[config.mk]
export PLATFORM = sky130hd
export DESIGN_NAME = issue_queue_flat
export DESIGN_NICKNAME = d
export VERILOG_FILES = /design/src/rtl/issue_queue_if.sv /design/src/rtl/issue_queue.sv /design/src/flat_wrapper.sv
export SDC_FILE = /design/constraint.sdc
export NUM_CORES = 1
export LEC_CHECK = 0
export BUFFER_PORTS_ARGS = -buffer_cell sky130_fd_sc_hd__buf_2
export CAP_MARGIN = 20
export CORE_MARGIN = 2
export CORE_UTILIZATION = 46
export CTS_BUF_LIST = sky130_fd_sc_hd__clkbuf_8
export CTS_CLUSTER_SIZE = 12
export DETAILED_ROUTE_END_ITERATION = 10
export HOLD_SLACK_MARGIN = 0.08
export SKIP_CTS_REPAIR_TIMING = 1
export SKIP_LAST_GASP = 1
export SLEW_MARGIN = 30
export SYNTH_ARGS = -nofsm -noshare
export SYNTH_HDL_FRONTEND = slang
export SYNTH_SLANG_ARGS = --single-unit
[constraint.sdc]
create_clock -name clk -period 15.9 [get_ports clk]
set_input_delay 3.18 -clock clk [delete_from_list [all_inputs] [get_ports clk]]
set_output_delay 3.18 -clock clk [all_outputs]
set_load 0.005 [all_outputs]
[src/rtl/issue_queue_if.sv]
// Rename-side enqueue channel, result-tag wakeup bus, issue-side channel and
// occupancy status of the out-of-order issue queue.
interface issue_queue_if #(
  parameter int DEPTH      = 8,
  parameter int PREG_W     = 6,
  parameter int PAYLOAD_W  = 96,
  parameter int WAKE_PORTS = 2
);
  localparam int CNT_W = $clog2(DEPTH + 1);

  logic                         flush;
  logic                         in_valid;
  logic                         in_ready;
  logic [PREG_W-1:0]            in_rs_tag;
  logic [PREG_W-1:0]            in_rt_tag;
  logic                         in_rs_rdy;
  logic                         in_rt_rdy;
  logic [PAYLOAD_W-1:0]         in_payload;
  logic [WAKE_PORTS-1:0]        wake_valid;
  logic [WAKE_PORTS*PREG_W-1:0] wake_tag;
  logic                         out_valid;
  logic                         out_ready;
  logic [PREG_W-1:0]            out_rs_tag;
  logic [PREG_W-1:0]            out_rt_tag;
  logic [PAYLOAD_W-1:0]         out_payload;
  logic [CNT_W-1:0]             count;
  logic                         full;
  logic                         empty;

  modport master (
    output flush, in_valid, in_rs_tag, in_rt_tag, in_rs_rdy, in_rt_rdy, in_payload,
           wake_valid, wake_tag, out_ready,
    input  in_ready, out_valid, out_rs_tag, out_rt_tag, out_payload, count, full, empty
  );

  modport slave (
    input  flush, in_valid, in_rs_tag, in_rt_tag, in_rs_rdy, in_rt_rdy, in_payload,
           wake_valid, wake_tag, out_ready,
    output in_ready, out_valid, out_rs_tag, out_rt_tag, out_payload, count, full, empty
  );
endinterface

[src/rtl/issue_queue.sv]
// Out-of-order issue queue: buffers renamed instructions, wakes sources on
// result-tag broadcasts and issues the oldest fully-ready entry each cycle.
module issue_queue #(
  parameter int DEPTH      = 8,
  parameter int PREG_W     = 6,
  parameter int PAYLOAD_W  = 96,
  parameter int WAKE_PORTS = 2
) (
  input logic        clk,
  input logic        rst_n,
  issue_queue_if.slave iq
);
  localparam int CNT_W = $clog2(DEPTH + 1);

  logic [DEPTH-1:0]     vld;
  logic [DEPTH-1:0]     rs_rdy;
  logic [DEPTH-1:0]     rt_rdy;
  logic [PREG_W-1:0]    rs_tag  [DEPTH];
  logic [PREG_W-1:0]    rt_tag  [DEPTH];
  logic [PAYLOAD_W-1:0] payload [DEPTH];
  // older[i][j] set means entry i was enqueued before entry j
  logic [DEPTH-1:0]     older   [DEPTH];
  logic [CNT_W-1:0]     count_q;

  logic [DEPTH-1:0] eligible;
  logic [DEPTH-1:0] free_oh;
  logic [DEPTH-1:0] sel_oh;
  logic [DEPTH-1:0] enq_col;
  logic [DEPTH-1:0] iss_col;
  logic             full;
  logic             enq_fire;
  logic             iss_fire;

  function automatic logic tag_woken(
    input logic [PREG_W-1:0]            tag,
    input logic [WAKE_PORTS-1:0]        wv,
    input logic [WAKE_PORTS*PREG_W-1:0] wt
  );
    logic hit;
    hit = 1'b0;
    for (int p = 0; p < WAKE_PORTS; p++) begin
      if (wv[p] && (wt[p*PREG_W +: PREG_W] == tag)) hit = 1'b1;
    end
    return hit;
  endfunction

  assign full     = (count_q == CNT_W'(DEPTH));
  assign eligible = vld & rs_rdy & rt_rdy;
  assign enq_fire = iq.in_valid & iq.in_ready;
  assign iss_fire = iq.out_valid & iq.out_ready;
  assign enq_col  = free_oh & {DEPTH{enq_fire}};
  assign iss_col  = sel_oh & {DEPTH{iss_fire}};

  assign iq.in_ready = ~full & ~iq.flush;
  assign iq.full     = full;
  assign iq.empty    = (count_q == '0);
  assign iq.count    = count_q;
  assign iq.out_valid = |sel_oh;

  always_comb begin
    logic found;
    found   = 1'b0;
    free_oh = '0;
    for (int i = 0; i < DEPTH; i++) begin
      if (!vld[i] && !found) begin
        free_oh[i] = 1'b1;
        found      = 1'b1;
      end
    end
  end

  // An eligible entry wins when no other eligible entry is older than it
  always_comb begin
    sel_oh = '0;
    for (int i = 0; i < DEPTH; i++) begin
      sel_oh[i] = eligible[i] & ~iq.flush;
      for (int j = 0; j < DEPTH; j++) begin
        if (eligible[j] && older[j][i]) sel_oh[i] = 1'b0;
      end
    end
  end

  always_comb begin
    iq.out_rs_tag  = '0;
    iq.out_rt_tag  = '0;
    iq.out_payload = '0;
    for (int i = 0; i < DEPTH; i++) begin
      if (sel_oh[i]) begin
        iq.out_rs_tag  = rs_tag[i];
        iq.out_rt_tag  = rt_tag[i];
        iq.out_payload = payload[i];
      end
    end
  end

  always_ff @(posedge clk or negedge rst_n) begin
    if (!rst_n) begin
      vld     <= '0;
      count_q <= '0;
    end else if (iq.flush) begin
      vld     <= '0;
      count_q <= '0;
    end else begin
      vld <= (vld & ~iss_col) | enq_col;
      case ({enq_fire, iss_fire})
        2'b10:   count_q <= count_q + CNT_W'(1);
        2'b01:   count_q <= count_q - CNT_W'(1);
        default: count_q <= count_q;
      endcase
    end
  end

  // Entry contents are qualified by vld, so they carry no reset
  always_ff @(posedge clk) begin
    for (int i = 0; i < DEPTH; i++) begin
      if (enq_col[i]) begin
        rs_tag[i]  <= iq.in_rs_tag;
        rt_tag[i]  <= iq.in_rt_tag;
        payload[i] <= iq.in_payload;
        rs_rdy[i]  <= iq.in_rs_rdy | (iq.in_rs_tag == '0) |
                      tag_woken(iq.in_rs_tag, iq.wake_valid, iq.wake_tag);
        rt_rdy[i]  <= iq.in_rt_rdy | (iq.in_rt_tag == '0) |
                      tag_woken(iq.in_rt_tag, iq.wake_valid, iq.wake_tag);
        older[i]   <= '0;
      end else begin
        rs_rdy[i] <= rs_rdy[i] | tag_woken(rs_tag[i], iq.wake_valid, iq.wake_tag);
        rt_rdy[i] <= rt_rdy[i] | tag_woken(rt_tag[i], iq.wake_valid, iq.wake_tag);
        older[i]  <= (older[i] & ~enq_col) | (enq_col & {DEPTH{vld[i]}});
      end
    end
  end
endmodule

[src/flat_wrapper.sv]
// flat-port wrapper written by rule: the top's interface ports become plain ports
module issue_queue_flat 
#(
  parameter int DEPTH      = 8,
  parameter int PREG_W     = 6,
  parameter int PAYLOAD_W  = 96,
  parameter int WAKE_PORTS = 2
)
  (clk, rst_n, iq_flush, iq_in_valid, iq_in_rs_tag, iq_in_rt_tag, iq_in_rs_rdy, iq_in_rt_rdy, iq_in_payload, iq_wake_valid, iq_wake_tag, iq_out_ready, iq_in_ready, iq_out_valid, iq_out_rs_tag, iq_out_rt_tag, iq_out_payload, iq_count, iq_full, iq_empty);
  issue_queue_if #(.DEPTH(DEPTH), .PREG_W(PREG_W), .PAYLOAD_W(PAYLOAD_W), .WAKE_PORTS(WAKE_PORTS)) iq_i ();
  input logic clk;
  input logic rst_n;
  input wire logic [$bits(iq_i.flush)-1:0] iq_flush;
  input wire logic [$bits(iq_i.in_valid)-1:0] iq_in_valid;
  input wire logic [$bits(iq_i.in_rs_tag)-1:0] iq_in_rs_tag;
  input wire logic [$bits(iq_i.in_rt_tag)-1:0] iq_in_rt_tag;
  input wire logic [$bits(iq_i.in_rs_rdy)-1:0] iq_in_rs_rdy;
  input wire logic [$bits(iq_i.in_rt_rdy)-1:0] iq_in_rt_rdy;
  input wire logic [$bits(iq_i.in_payload)-1:0] iq_in_payload;
  input wire logic [$bits(iq_i.wake_valid)-1:0] iq_wake_valid;
  input wire logic [$bits(iq_i.wake_tag)-1:0] iq_wake_tag;
  input wire logic [$bits(iq_i.out_ready)-1:0] iq_out_ready;
  output wire logic [$bits(iq_i.in_ready)-1:0] iq_in_ready;
  output wire logic [$bits(iq_i.out_valid)-1:0] iq_out_valid;
  output wire logic [$bits(iq_i.out_rs_tag)-1:0] iq_out_rs_tag;
  output wire logic [$bits(iq_i.out_rt_tag)-1:0] iq_out_rt_tag;
  output wire logic [$bits(iq_i.out_payload)-1:0] iq_out_payload;
  output wire logic [$bits(iq_i.count)-1:0] iq_count;
  output wire logic [$bits(iq_i.full)-1:0] iq_full;
  output wire logic [$bits(iq_i.empty)-1:0] iq_empty;
  assign iq_i.flush = iq_flush;
  assign iq_i.in_valid = iq_in_valid;
  assign iq_i.in_rs_tag = iq_in_rs_tag;
  assign iq_i.in_rt_tag = iq_in_rt_tag;
  assign iq_i.in_rs_rdy = iq_in_rs_rdy;
  assign iq_i.in_rt_rdy = iq_in_rt_rdy;
  assign iq_i.in_payload = iq_in_payload;
  assign iq_i.wake_valid = iq_wake_valid;
  assign iq_i.wake_tag = iq_wake_tag;
  assign iq_i.out_ready = iq_out_ready;
  assign iq_in_ready = iq_i.in_ready;
  assign iq_out_valid = iq_i.out_valid;
  assign iq_out_rs_tag = iq_i.out_rs_tag;
  assign iq_out_rt_tag = iq_i.out_rt_tag;
  assign iq_out_payload = iq_i.out_payload;
  assign iq_count = iq_i.count;
  assign iq_full = iq_i.full;
  assign iq_empty = iq_i.empty;
  issue_queue #(.DEPTH(DEPTH), .PREG_W(PREG_W), .PAYLOAD_W(PAYLOAD_W), .WAKE_PORTS(WAKE_PORTS)) u_core (.clk(clk), .rst_n(rst_n), .iq(iq_i));
endmodule
==> reports/qor.yml <==
run_status: "finished, final reports clean"
cts-root-buf: "clkbuf_8"
syn_area_mm2: 0.0399
synth_seq_cells: 956
cp_top_family: "buffers and inverters"
grt_max_degree: 220
p_int_mw: 3.91
drt-total-wl_um: 113000
vias: 27000
drc: 0
power_mw: 5.09
synth_seq_area_share_pct: 69.9
netSwitchingPower_mw: 1.18
setup_ws_ns: 5.14
worstSkewPairLatency_ns: 0.82
synth_most_common_cell: "edfxtp_1"
path_cells: "buf_2, a2111o_1, or4_1, nor3_4, buf_4, buf_4, a2111oi_0, o31ai_1, buf_2"
async_flop_share_pct: 1.26
grt_util_all_layers_pct: 25.1
report.final.slew_viol_count: 0
dpl.hpwl_um: 60900
worst_pin_slew_ns: 0.972
core-area_mm2: 0.0855
power.density_mw_per_mm2: 113
ant_nets: 0
synth_edf_count: 864
timing.final.crit_share_pct: 67.7
chipWidth_um: 298
port_buffers: 244
synth_top_area_share_pct: 65.1
drt-initial-drc-count: 2399
layout.nets: 3456
timing.hold.ws_ns: 0.467
synthTopCellsByArea: "edfxtp_1 65%, nand2_1 5.0%, dfxtp_1 4.0%, o21ai_0 2.6%, xnor2_1 2.4%"
slew_headroom_pct: 33.6
ys_types: 56
initial_core_util_pct: 46.6
yosys_warnings: 0
sw_frac_of_total_pct: 23.1
wl_per_cell_um: 24.7
pwr-share-clk_pct: 38.5
synth_top_area_cell: "edfxtp_1"
drt-vias-per-instance: 5.88
ys.flop_type: "edfxtp_1"
met3_length_um: 7650
antenna_found_initial: 13
die_h_um: 298
syn_to_final_growth_pct: 13.0
finalClockSkew_ns: 0.0373
critical_path.max_fanout: 61
seq_power_share_pct: 56.4
pin_count: 245
clk_pin_slew_worst_paths_ns: 0.06
cts.sinks: 956
syn-mean-instance-area_um2: 12.9
fmax_mhz: 92.9
crit_buf_inv: 4
rsz0062_at_grt: "no"
drive_above_1_share_pct: 14.4
cap_violations: 0
critPathRequiredTime_ns: 12.72
dp_slack_ns: 5.21
ir_drop_mv: 0.0724
pwr-share-comb_pct: 5.1
min_path_type: "reg -> reg"
cp-end-kind: "output pin"
slowest_stage: "buf_4"
crit_path_start_kind: "input port"
numCtsBuffers: 157
dieArea_mm2: 0.0890
met2_length_um: 56000
grt_pass1_wl_um: 169000
cts_tree: "yes"
top_layer: "met5"
gp_congestion: 0.844
fin_util_pct: 52.6
std_cell_rows: 107
critPathKind: "in -> out"
clk_path_buf_depth: 3
worst_ep_arrival_time_ns: 7.58
tns_ns: 0
first_global_vias: 27600
yosys-top-cells-count: "864 x edfxtp_1, 534 x nand2_1, 218 x nor2_1, 209 x o21ai_0, 176 x clkbuf_1"
slowest_delay_ns: 0.87
drt_pass1_iterations: 5
leakage_nw: 15.4
hold_viol: 0
globalRouteOverflowTotal: 0
h-tree-depth: 4
syn_inst: 3101
period_minus_slack_ns: 10.76
synth_fp_nets: 3233
wl_met1_um: 46600
finalSetupViolCount: 0
==> placed cells by master, fill, tap and decap left out, drive strengths merged, types with 9 or more instances in the layout <==
cell type  Yosys  final
nand2        534    534
o211ai        24     24
nor4          62     62
buf           46    286
o21ai        209    209
o2111ai      101    101
dfxtp         80     80
o22a          12     12
clkinv         0     32
a22o           9      9
dfrtp         12     12
xor2         108    108
a21oi         34     34
edfxtp       864    864
a211oi        14     14
clkbuf       176    166
o31ai        107    107
nand3        105    105
nor2         219    219
nand4         62     62
a2111oi       97     97
nor3           9      9
inv           22     96
mux2i         20     20
xnor2        110    110
==> layout make-up <==
type,instances,area (µm²)
fill,7235,40500
sequential,956,27800
multi-input combinational,1901,11200
clock buffer,166,2280
timing repair buffer,286,1630
tap,1144,1430
clock inverter,113,541
inverter,22,87.6
antenna,4,10.0
==> registers in the layout (all words and copies together), names as in the netlist, named ones only <==
register / count
u_core.rt_tag: 48
u_core.rt_rdy: 8
u_core.rs_rdy: 8
u_core.vld: 8
u_core.payload: 768
u_core.rs_tag: 48
u_core.iq.count: 4
==> metrics by stage <==
stage / std cells / cell area, µm²
global route: 4592 / 45000
finish: 4592 / 45000
floorplan: 3101 / 39900
CTS: 4587 / 45000
detailed placement: 4308 / 42200
global placement: 4306 / 42100
==> path summary, 6_finish.rpt <==
| path | start | end | slack [ns] | cells after the start |
|---|---|---|---|---|
| max | iq_flush | iq_out_payload[64] | 5.14 | 9 |
| min | flip-flop | flip-flop | 0.47 | 1 |
| max reg2reg | u_core.vld[2]$_DFF_PN0_ | u_core.iq.count[3]$_DFFE_PN0P_ | 10.81 | 15 |
| max in group asynchronous | rst_n | u_core.vld[5]$_DFF_PN0_ | 13.37 | 1 |
| min reg2reg | flip-flop | flip-flop | 0.47 | 1 |
| min in group asynchronous | rst_n | u_core.iq.count[2]$_DFFE_PN0P_ | 2.26 | 1 |
==> cells by family (layout without fill, tap and decap cells) <==
kind of cell,after synthesis,after routing,synth area share [%]
fa+ha+maj,3,3,0.113
buf+inv,244,587,2.40
compound gates,627,627,11.0
flops,956,956,69.9
mux,21,21,0.530
xor+xnor,219,219,4.85
other cells,0,4,0
simple gates,1031,1031,11.2
==> per-layer routing <==
layer  up-vias  track usage, %
met5         -               0
met4        10            9.83
met3       212            4.54
met2      1098            42.1
met1     13500            32.5
li1      12200               -
==> worst register-to-register path, cell delays in order, from the launching register on <==
cell	delay (ns)
dfrtp_1	0.63
and3_1	0.44
nand3_1	0.15
nor3_2	0.23
buf_4	0.57
buf_4	0.82
or4_1	0.31
o21ai_0	0.16
nor2_1	0.25
ha_1	0.28
a21o_1	0.18
a21oi_1	0.35
or4_1	0.17
o311ai_0	0.12
a211oi_1	0.22
nand3_1	0.09
==> power groups by stage <==
stage / Sequential (mW) / Clock, mW / Combinational (mW)
after global placement: 2.92 / 0 / 0.252
after global routing: 2.88 / 2.11 / 0.281
after floorplan: 2.90 / 0 / 0.140
final: 2.87 / 1.96 / 0.259
after detailed placement: 2.92 / 0 / 0.259
after CTS: 2.87 / 2.00 / 0.260
Note: power is estimated with default switching activity, not from simulation.
